File: config.mk
export PLATFORM = sky130hd
export DESIGN_NAME = pe_conv_pipe
export DESIGN_NICKNAME = d
export VERILOG_FILES = /design/src/rtl/pe_conv_pipe.sv
export SDC_FILE = /design/constraint.sdc
export NUM_CORES = 1
export LEC_CHECK = 0
export BUFFER_PORTS_ARGS = -buffer_cell sky130_fd_sc_hd__buf_2
export CAP_MARGIN = 20
export CELL_PAD_IN_SITES_DETAIL_PLACEMENT = 1
export CELL_PAD_IN_SITES_GLOBAL_PLACEMENT = 2
export CORE_UTILIZATION = 30
export CTS_BUF_LIST = sky130_fd_sc_hd__clkbuf_16
export CTS_CLUSTER_DIAMETER = 120
export DETAILED_ROUTE_END_ITERATION = 8
export PLACE_DENSITY_LB_ADDON = 0.1
export SETUP_SLACK_MARGIN = 0.2
export SLEW_MARGIN = 20
export SYNTH_ARGS = -nofsm -noshare
export SYNTH_HDL_FRONTEND = slang
export SYNTH_SLANG_ARGS = --single-unit
File: constraint.sdc
create_clock -name clk -period 4.2 [get_ports clk]
set_input_delay 0.84 -clock clk [delete_from_list [all_inputs] [get_ports clk]]
set_output_delay 0.84 -clock clk [all_outputs]
set_load 0.05 [all_outputs]
File: src/rtl/pe_conv_pipe.sv
// Mixed-width conversion PE: join two operand streams, extend, add, narrow (wrap or saturate).
// Optional feature macro: PE_CONV_SAT_EN enables per-token saturation (mode bit1).
module pe_conv_pipe #(
  parameter int unsigned A_W   = 16,
  parameter int unsigned B_W   = 32,
  parameter int unsigned ACC_W = 32,
  parameter int unsigned OUT_W = 16,
  parameter int unsigned DEPTH = 2
) (
  input  logic             clk,
  input  logic             rst,
  input  logic             in0_valid,
  output logic             in0_ready,
  input  logic [A_W-1:0]   in0_data,
  input  logic             in1_valid,
  output logic             in1_ready,
  input  logic [B_W-1:0]   in1_data,
  input  logic [1:0]       in_mode,
  output logic             out_valid,
  input  logic             out_ready,
  output logic [OUT_W-1:0] out_data,
  output logic [15:0]      tok_count
);

`ifdef PE_CONV_SAT_EN
  localparam bit SAT_EN = 1'b1;
`else
  localparam bit SAT_EN = 1'b0;
`endif

  localparam logic [ACC_W-1:0] SMAX = ACC_W'({(OUT_W-1){1'b1}});
  localparam logic [ACC_W-1:0] SMIN = ~SMAX;

  logic [DEPTH-1:0] v;
  logic [DEPTH-1:0] en;
  logic             fire;
  logic [A_W-1:0]   a_q;
  logic [B_W-1:0]   b_q;
  logic [1:0]       mode_q;
  logic [ACC_W-1:0] ext_a;
  logic [ACC_W-1:0] ext_b;
  logic [ACC_W-1:0] sum;
  logic [OUT_W-1:0] res_c;

  // Stage k can load when any stage from k onward holds a bubble, or the output drains.
  always_comb begin
    for (int unsigned k = 0; k < DEPTH; k++) begin
      en[k] = out_ready;
      for (int unsigned j = k; j < DEPTH; j++) begin
        if (!v[j]) en[k] = 1'b1;
      end
    end
  end

  assign fire      = in0_valid && in1_valid && en[0];
  assign in0_ready = in1_valid && en[0] && !rst;
  assign in1_ready = in0_valid && en[0] && !rst;
  assign out_valid = v[DEPTH-1];

  always_ff @(posedge clk or posedge rst) begin
    if (rst) begin
      v      <= '0;
      a_q    <= '0;
      b_q    <= '0;
      mode_q <= '0;
    end else begin
      if (en[0]) begin
        v[0] <= fire;
        if (fire) begin
          a_q    <= in0_data;
          b_q    <= in1_data;
          mode_q <= in_mode;
        end
      end
      for (int unsigned k = 1; k < DEPTH; k++) begin
        if (en[k]) v[k] <= v[k-1];
      end
    end
  end

  always_comb begin
    if (mode_q[0]) begin
      ext_a = ACC_W'(a_q);
      ext_b = ACC_W'(b_q);
    end else begin
      ext_a = ACC_W'($signed(a_q));
      ext_b = ACC_W'($signed(b_q));
    end
  end

  assign sum = ext_a + ext_b;

  always_comb begin
    res_c = sum[OUT_W-1:0];
    if (SAT_EN && mode_q[1]) begin
      if (mode_q[0]) begin
        if ((sum >> OUT_W) != '0) res_c = '1;
      end else if ($signed(sum) > $signed(SMAX)) begin
        res_c = SMAX[OUT_W-1:0];
      end else if ($signed(sum) < $signed(SMIN)) begin
        res_c = SMIN[OUT_W-1:0];
      end
    end
  end

  // Stage 0 holds raw operands; the narrowed result is registered from stage 1 onward.
  generate
    if (DEPTH == 1) begin : g_d1
      assign out_data = res_c;
    end else begin : g_dn
      logic [OUT_W-1:0] res_q [1:DEPTH-1];
      always_ff @(posedge clk or posedge rst) begin
        if (rst) begin
          for (int unsigned k = 1; k < DEPTH; k++) res_q[k] <= '0;
        end else begin
          if (en[1]) res_q[1] <= res_c;
          for (int unsigned k = 2; k < DEPTH; k++) begin
            if (en[k]) res_q[k] <= res_q[k-1];
          end
        end
      end
      assign out_data = res_q[DEPTH-1];
    end
  endgenerate

  always_ff @(posedge clk or posedge rst) begin
    if (rst) tok_count <= '0;
    else if (out_valid && out_ready) tok_count <= tok_count + 16'd1;
  end

endmodule

Yosys cells after proc, flatten, opt, wreduce, memory -nomap -nowiden. Index checks and enable logic that the tools add are counted.

Mux-type cells: 3. Reduce and logical (&&, ||, !) cells: 9. $add $sub $neg: 2.

Operators with widths (count): $add 16x1->16 const B (1); $add 16x16->16 (1); $logic_and 1x1->1 (7); $mux 1 (3); $reduce_and 2->1 (1); $logic_not 1->1 (1).

Logic and storage cells: 20. Register bits after elaboration: 66. Input bits: 55. Output and inout bits: 35.

Depth between registers and ports, before layout. Gate-level depths: netlist (run 1).

Depth after elaboration: 4. Mapped depth: 7. Mapped depth without buffers: 7.

Worst setup path before layout (run 1). No wires, ideal clock.

Path kind: input-to-output. From: input port out_ready. To: output port in0_ready. Stages on the path: 4. Arrival: 1593 ps. Buffers on the path: 1. Setup slack: 1767 ps. Data required time: 3360 ps. Cell sequence: nor2b_1 > buf_2 > a21oi_1 > and2_1.

Cells in the longest elaborated chain, start to end: 4.

Ends and longest elaborated chain: from (decl) (RTL line 20) `input logic out_ready,`; $mux 1 (2 in series) (RTL line 50) `if (!v[j]) en[k] = 1'b1;`; $logic_and 1x1->1 (2 in series) (RTL line 56) `assign in0_ready = in1_valid && en[0] && !rst;`; to (decl) (RTL line 13) `output logic in0_ready,`.

Every way passes these cells.

Final worst setup path (run 1). Ends and elaborated chain as after synthesis.

==> results of run 1 <==
[per-stage QoR]
stage / instance area (um2) / std cells / setup slack (ps) / total power (W)
after floorplan: 3410 / 302 / 1710 / 0.00179
after global placement: 3910 / 505 / 1530 / 0.00207
after detailed placement: 3910 / 505 / 1510 / 0.00209
after CTS: 4230 / 521 / 1560 / 0.00291
after global routing: 4260 / 522 / 1500 / 0.00304
final: 4260 / 522 / 1580 / 0.00287
[state kept, by name, summed over array words and instances (netlist names)]
signal     count
v              2
out_data      16
tok_count     16
b_q           16
a_q           16
[cell usage after synthesis, drive strengths merged (2+ instances only)]
| master | number | area share |
|---|---|---|
| a211oi | 5 | 0.014 |
| a21oi | 23 | 0.039 |
| and2 | 4 | 0.0073 |
| and3 | 2 | 0.0037 |
| and4 | 2 | 0.0051 |
| buf | 7 | 0.012 |
| clkbuf | 3 | 0.0033 |
| dfrtp | 66 | 0.48 |
| ha | 16 | 0.059 |
| inv | 9 | 0.0099 |
| mux2 | 33 | 0.11 |
| mux2i | 5 | 0.015 |
| nand2 | 30 | 0.033 |
| nand2b | 2 | 0.0037 |
| nand3 | 11 | 0.016 |
| nand4 | 6 | 0.013 |
| nor2 | 19 | 0.021 |
| nor3 | 5 | 0.012 |
| o211a | 2 | 0.0059 |
| o211ai | 3 | 0.012 |
| o21ai | 9 | 0.013 |
| o21bai | 2 | 0.0044 |
| o22ai | 2 | 0.0037 |
| xnor2 | 19 | 0.049 |
| xor2 | 6 | 0.015 |
[layer usage]
layer  vias up  global-route usage
met5         -                   0
met4         0              0.0405
met3         9              0.0287
met2        53               0.238
met1      1232               0.191
li1       1217                   -
[worst max-delay path by stage]
| stage | start | endpoint | slack, ps |
|---|---|---|---|
| global route | out_ready | in1_ready | 1500 |
| CTS | out_ready | in1_ready | 1560 |
| global placement | out_ready | a_q[13] | 1530 |
| detailed placement | out_ready | a_q[15] | 1510 |
| floorplan | rst | a_q[0] | 1710 |
| finish | out_ready | in0_ready | 1580 |
[placed cells by master (no fill, tap or decap), drive strengths merged, types with 2 or more instances in the layout]
cell,count
xnor2,19
xor2,6
clkbuf,9
o211ai,3
and4,2
o22ai,2
inv,10
and3,2
nand2b,2
ha,16
dfrtp,66
mux2,33
mux2i,5
and2,4
nor3,5
o21bai,2
o21ai,9
buf,74
nand4,6
a211oi,5
bufinv,2
nor2,19
nand2,30
a21oi,23
o211a,2
clkinv,4
nand3,11
[worst register-to-register path, stage by stage (launching register included)]
cell	delay (ps)
dfrtp_1	380
ha_1	230
fa_1	420
a21oi_1	340
o211a_1	230
a21oi_2	60
a211o_1	270
a32o_1	210
[logic make-up after synthesis]
family                   count (synthesis)  synth area share
AND/OR/NAND/NOR                         84             0.124
flip-flops                              66             0.484
AO/OA/AOI/OAI                           53             0.114
multiplexers                            38             0.123
XOR/XNOR                                25            0.0641
buffers and inverters                   19            0.0256
adder cells (fa/ha/maj)                 17            0.0645
[layout make-up]
type                            count  area, um2
Clock buffer                        9        225
Clock inverter                      7       95.1
Fill cell                        1242       6720
Inverter                            9       33.8
Multi-Input combinational cell    217       1680
Sequential cell                    66       1650
Tap cell                          140        175
Timing Repair Buffer               74        398
[where the power goes]
group	switching, W	total (W)	internal [W]
combinational	0.000794	0.00116	0.000363
sequential	0.000109	0.000902	0.000793
clock	0.000289	0.000808	0.000520
total	0.00119	0.00287	0.00168
==> out/qor.yml, run 1 <==
status: "finished, final reports clean"
clk_pin_slew_worst_paths_ps: 60
die_h_um: 109
reg2reg_depth: 7
fmax_mhz: 381
crit_path_end_kind: "output pin"
cpMaxStageDelayCell: "buf_4"
drv_slew: 0
crit_arrival_ps: 1780
setup_viol: 0
drc: 0
h-tree-depth: 3
fin_tns_setup_ps: 0
r2r_setup_slack_ps: 1950
seq_area_frac_synth: 0.484
num_vias: 2511
nets: 449
syn-num-nets: 374
core_um2: 11000
post-route-min-period_ps: 2620
cts_resized: 0
critical-path-top-delay-family: "buffers and inverters"
peakVddDrop_uv: 396
postCtsHoldBufs: 0
async_flop_share: 1.00
insertion_delay_ps: 330
start_kind: "input port"
ant_nets: 0
grt_pass1_vias: 2626
hold_viol: 0
hold_ws_ps: 469
num_antenna_cells: 0
ys_types: 45
critPathMaxFanout: 16
drive_gt1_frac: 0.285
cts-root-buf: "clkbuf_16"
antenna_found_initial: 0
ioPinCount: 90
finalCritPeriodShare: 0.624
rsz0062_at_grt: "false"
portBuffers: 71
top_layer: "met4"
syn_to_final_growth_pct: 24.8
whs_endpoint: "out_data[1]"
synth_area_per_cell_um2: 11.3
cp.required_ps: 3360
r2r_end: "out_data[12]"
p_leak_nw: 1.99
cts-buffers-inserted: 9
crit_cells: 6
vias_per_cell: 4.81
ys_warn_count: 0
fin_skew_ps: 8.97
die_w_um: 109
avgRoutedWirePerCell_um: 15.0
cts_tree: "yes"
clockBufferDepth: 2
grt-ovfl-total: 0
hp-start: "out_data[1]"
cts_setup_buffers: 0
path_class: "input port to output pin"
clock-sinks: 66
rr_startpoint: "a_q[0]"
finish.utilization: 0.388
wl_met2_mm: 3.71
firstDrtPassIters: 4
syn-cell-area_um2: 3410
crit_chain: "buf_2 -> nor2b_1 -> buf_4 -> a21oi_1 -> and2_1 -> buf_2"
finalWeightedCongestion: 0.747
start_util: 0.311
ys_ff_latch: 66
hold_path_depth: 2
slowest_delay_ps: 240
grt.total_usage: 0.144
grt_first_pass_wirelength_mm: 13.1
critPathBufInv: 3
slew_headroom: 0.326
power_density_nw_per_um2: 673
dr.first_iter.drc_count: 75
grt_max_degree: 42
hpwlAfterDp_mm: 5.86
synthFlopType: "dfrtp_1"
postSynthCellCount: 302
synth-edff-count: 0
crit_top_cell: "buf_2"
met1_length_mm: 3.81
worstHoldPathType: "flop to flop"
tightest_slew_ps: 1010
max_cap_violations: 0
drt-total-wl_mm: 7.85
rows: 38
wl_met3_um: 241
fp.dieArea_um2: 11800
No activity file was read; power rests on OpenSTA's default activity.
==> inputs of run 2 (changes only) <==
clock period = 2.1 ns   (was 4.2 ns; I/O delays follow)
==> out/qor.yml, run 2 (same netlist as run 1, synthesis figures left out) <==
status: "finished, final reports clean"
max_cap_violations: 0
antenna_found_initial: 0
grt-ovfl-total: 0
hpwlAfterDp_mm: 5.99
core_um2: 11000
drv_slew: 0
rsz0062_at_grt: "true"
num_vias: 2608
avgRoutedWirePerCell_um: 14.7
r2r_setup_slack_ps: 130
clk_pin_slew_worst_paths_ps: 60
grt_pass1_vias: 2687
cp.required_ps: 2310
vias_per_cell: 4.83
startpoint: "a_q[0]"
drc: 0
portBuffers: 71
grt_first_pass_wirelength_mm: 13.2
clock-sinks: 66
grt.total_usage: 0.148
drive_gt1_frac: 0.365
finalCritPeriodShare: 0.938
start_util: 0.311
num_antenna_cells: 0
tightest_slew_ps: 635
slew_headroom: 0.576
crit_path_end_kind: "flop"
cts-root-buf: "clkbuf_16"
finalWeightedCongestion: 0.788
worstHoldPathType: "input port to asynchronous set/reset pin"
peakVddDrop_uv: 688
drt-total-wl_mm: 7.95
ioPinCount: 90
finish.utilization: 0.412
final_cell_mix: "buf_2, dfrtp_1, mux2_1"
fin_tns_setup_ps: 0
die_h_um: 109
path_class: "flop to flop"
fmax_mhz: 508
cts-buffers-inserted: 9
fillers: 1231
h-tree-depth: 3
critPathCapture: "out_data[12]"
dr.first_iter.drc_count: 64
setup_viol: 0
nets: 467
rr_startpoint: "a_q[0]"
die_w_um: 109
fin_skew_ps: 8.81
syn_to_final_growth_pct: 32.6
insertion_delay_ps: 330
ant_nets: 0
power_density_nw_per_um2: 1320
fp.dieArea_um2: 11800
register_area_um2: 1650
post-route-min-period_ps: 1970
grt_max_degree: 33
final_common_cell: "buf_2"
reg2reg_depth: 7
hold_viol: 0
multi_input_area_um2: 1810
postCtsHoldBufs: 0
firstDrtPassIters: 4
crit_arrival_ps: 2180
r2r_end: "out_data[12]"
start_kind: "flop"
critPathMaxFanout: 4
p_leak_nw: 2.08
rows: 38
cts_tree: "yes"
clockBufferDepth: 2
-- run 2: metrics by stage --
stage / cells / hold slack (ps) / total power [W] / cell area (um2) / setup slack, ps
after floorplan: 302 / 462 / 0.00359 / 3430 / 201
after global placement: 516 / 449 / 0.00421 / 4030 / 57.4
after detailed placement: 516 / 464 / 0.00424 / 4030 / 50.3
after CTS: 537 / 157 / 0.00595 / 4410 / 90.7
after global routing: 540 / 181 / 0.00635 / 4530 / 55.8
final: 540 / 149 / 0.00597 / 4530 / 130
-- run 2: cell type report --
type / count / share of cell area
multi-input combinational: 217 / 0.399
sequential: 66 / 0.365
timing repair buffer: 92 / 0.120
clock buffer: 9 / 0.0498
tap: 140 / 0.0387
clock inverter: 7 / 0.0191
inverter: 9 / 0.00829
-- run 2: worst min path at each step --
stage / startpoint / end / slack (ps) / depth (start not counted)
final: rst / tok_count[14] / 150 / 2
after global routing: rst / tok_count[14] / 180 / 2
after CTS: rst / tok_count[12] / 160 / 2
after detailed placement: tok_count[15] / tok_count[15] / 460 / 1
after global placement: out_data[0] / out_data[0] / 450 / 2
after floorplan: b_q[0] / b_q[0] / 460 / 1
-- run 2: where the power goes --
part	switching, W	internal [W]
registers	0.000234	0.00159
logic	0.00165	0.000921
clock network	0.000556	0.00103
-- run 2: routing by layer --
| metal | wire [um] | vias up | global-route usage |
|---|---|---|---|
| met5 | 0 | - | 0 |
| met3 | 301 | 10 | 0.0400 |
| met2 | 3670 | 59 | 0.234 |
| li1 | - | 1260 | - |
| met1 | 3870 | 1279 | 0.190 |
| met4 | 116 | 0 | 0.0598 |
-- run 2: worst max-delay path: stages, from the launching register on --
cell and delay (ps):
dfrtp_1 380, ha_2 200, fa_2 370, a21oi_4 190
o211a_1 170, a21oi_2 40, a211o_1 280, a32o_1 220
-- run 2: what timing repair did --
action	4_1_cts	5_1_grt
endpoints found under the setup margin	9	12
pin swaps	12	13
gates resized for setup	10	16
buffers inserted	5	3
endpoints found under the hold margin	0	0
==> inputs of run 3 (changes only) <==
CTS_BUF_LIST = sky130_fd_sc_hd__clkbuf_4   (was sky130_fd_sc_hd__clkbuf_16)
RECOVER_POWER = 50   (was default)
==> out/qor.yml, run 3 (same netlist as run 1, synthesis figures left out) <==
status: "finished, final reports clean"
clk_pin_slew_worst_paths_ps: 130
ioPinCount: 90
hold_viol: 0
dr.first_iter.drc_count: 51
power_w: 0.00533
sw_frac_of_total: 0.442
hpwlAfterDp_mm: 5.99
insertion_delay_ps: 420
grt_max_degree: 33
p_clk_frac: 0.187
antenna_found_initial: 0
clockBufferDepth: 2
power.internal_w: 0.00297
worstHoldPathType: "input port to asynchronous set/reset pin"
switchingPower_w: 0.00236
register_area_um2: 1650
grt.total_usage: 0.145
tightest_slew_ps: 1060
fillers: 1255
h-tree-depth: 3
post-route-min-period_ps: 1960
start_kind: "flop"
clock-sinks: 66
reg2reg_depth: 7
sequentialPowerShare: 0.342
power_density_nw_per_um2: 1230
num_antenna_cells: 0
grt_first_pass_wirelength_mm: 13.0
p_leak_nw: 1.96
power_frac_comb: 0.472
max_cap_violations: 0
grt_pass1_vias: 2663
fin_tns_setup_ps: 0
postCtsHoldBufs: 0
ant_nets: 0
syn_to_final_growth_pct: 27.2
path_class: "flop to flop"
die_w_um: 109
rsz0062_at_grt: "true"
drt-total-wl_mm: 8.00
avgRoutedWirePerCell_um: 14.9
vias_per_cell: 4.77
drc: 0
start_util: 0.311
crit_path_end_kind: "flop"
nets: 464
die_h_um: 109
crit_arrival_ps: 2260
fmax_mhz: 510
multi_input_area_um2: 1830
final_cell_mix: "dfrtp_1, buf_2, mux2_1"
cp.required_ps: 2400
finalWeightedCongestion: 0.788
finish.utilization: 0.396
fp.dieArea_um2: 11800
firstDrtPassIters: 4
finalCritPeriodShare: 0.934
cts-buffers-inserted: 9
final_common_cell: "dfrtp_1"
core_um2: 11000
rows: 38
peakVddDrop_uv: 658
grt-ovfl-total: 0
setup_viol: 0
critPathMaxFanout: 4
num_vias: 2562
cts_tree: "yes"
drive_gt1_frac: 0.330
drv_slew: 0
slew_headroom: 0.291
cts-root-buf: "clkbuf_4"
fin_skew_ps: 22.3
portBuffers: 71
-- run 3: changes by cell type in the layout (fill, tap and decap cells not counted), sizes merged --
cell	before	now
buf	92	76
clkbuf	9	24
inv	10	8
-- run 3: layer usage --
metal / up-vias / share of wire / track usage
met5: - / 0 / 0
met4: 0 / 0.010 / 0.0541
met3: 8 / 0.036 / 0.0329
met2: 53 / 0.47 / 0.237
met1: 1254 / 0.49 / 0.187
li1: 1247 / - / -
-- run 3: critical path, stage by stage (launching register included) --
cell	delay [ps]
dfrtp_1	390
ha_2	200
fa_2	370
a21oi_4	180
o211a_1	170
a21oi_2	40
a211o_1	280
a32o_1	220
-- run 3: per-stage QoR --
| stage | worst slack, ps | hold slack (ps) | instances | area, um2 |
|---|---|---|---|---|
| 3_5_place_dp | 50.3 | 464 | 516 | 4030 |
| 5_1_grt | 57.5 | 177 | 537 | 4340 |
| 3_3_place_gp | 57.4 | 449 | 516 | 4030 |
| 6_report | 139 | 184 | 537 | 4340 |
| 4_1_cts | 80.2 | 35.8 | 534 | 4250 |
| 2_1_floorplan | 201 | 462 | 302 | 3430 |
-- run 3: what timing repair did --
item / in CTS / in global routing
pin swaps: 6 / 7
setup buffers: 2 / 3
setup endpoints to repair: 9 / 11
gates resized for setup: 11 / 21
hold endpoints to repair: 0 / 0
-- run 3: path summary, 6_finish.rpt --
check / slack, ps / end / startpoint
setup / recovery: 140 / out_data[12] / a_q[0]
hold / removal: 180 / tok_count[14] / rst
min in group clk: 210 / b_q[10] / in1_data[10]
setup reg to reg: 140 / out_data[12] / a_q[0]
hold reg to reg: 480 / tok_count[15] / tok_count[15]
max in group asynchronous: 650 / a_q[0] / rst
-- run 3: layout make-up --
class / count / area share
Multi-Input combinational cell: 217 / 0.420
Sequential cell: 66 / 0.380
Timing Repair Buffer: 89 / 0.114
Tap cell: 140 / 0.0403
Clock buffer: 11 / 0.0190
Clock inverter: 5 / 0.0181
Inverter: 9 / 0.00806
-- run 3: power groups by stage --
stage / combinational (W) / sequential [W] / clock (W)
after floorplan: 0.00107 / 0.00252 / 0
after global placement: 0.00238 / 0.00182 / 0
after detailed placement: 0.00240 / 0.00184 / 0
after CTS: 0.00246 / 0.00181 / 0.00104
after global routing: 0.00273 / 0.00187 / 0.00108
final: 0.00251 / 0.00182 / 0.000994
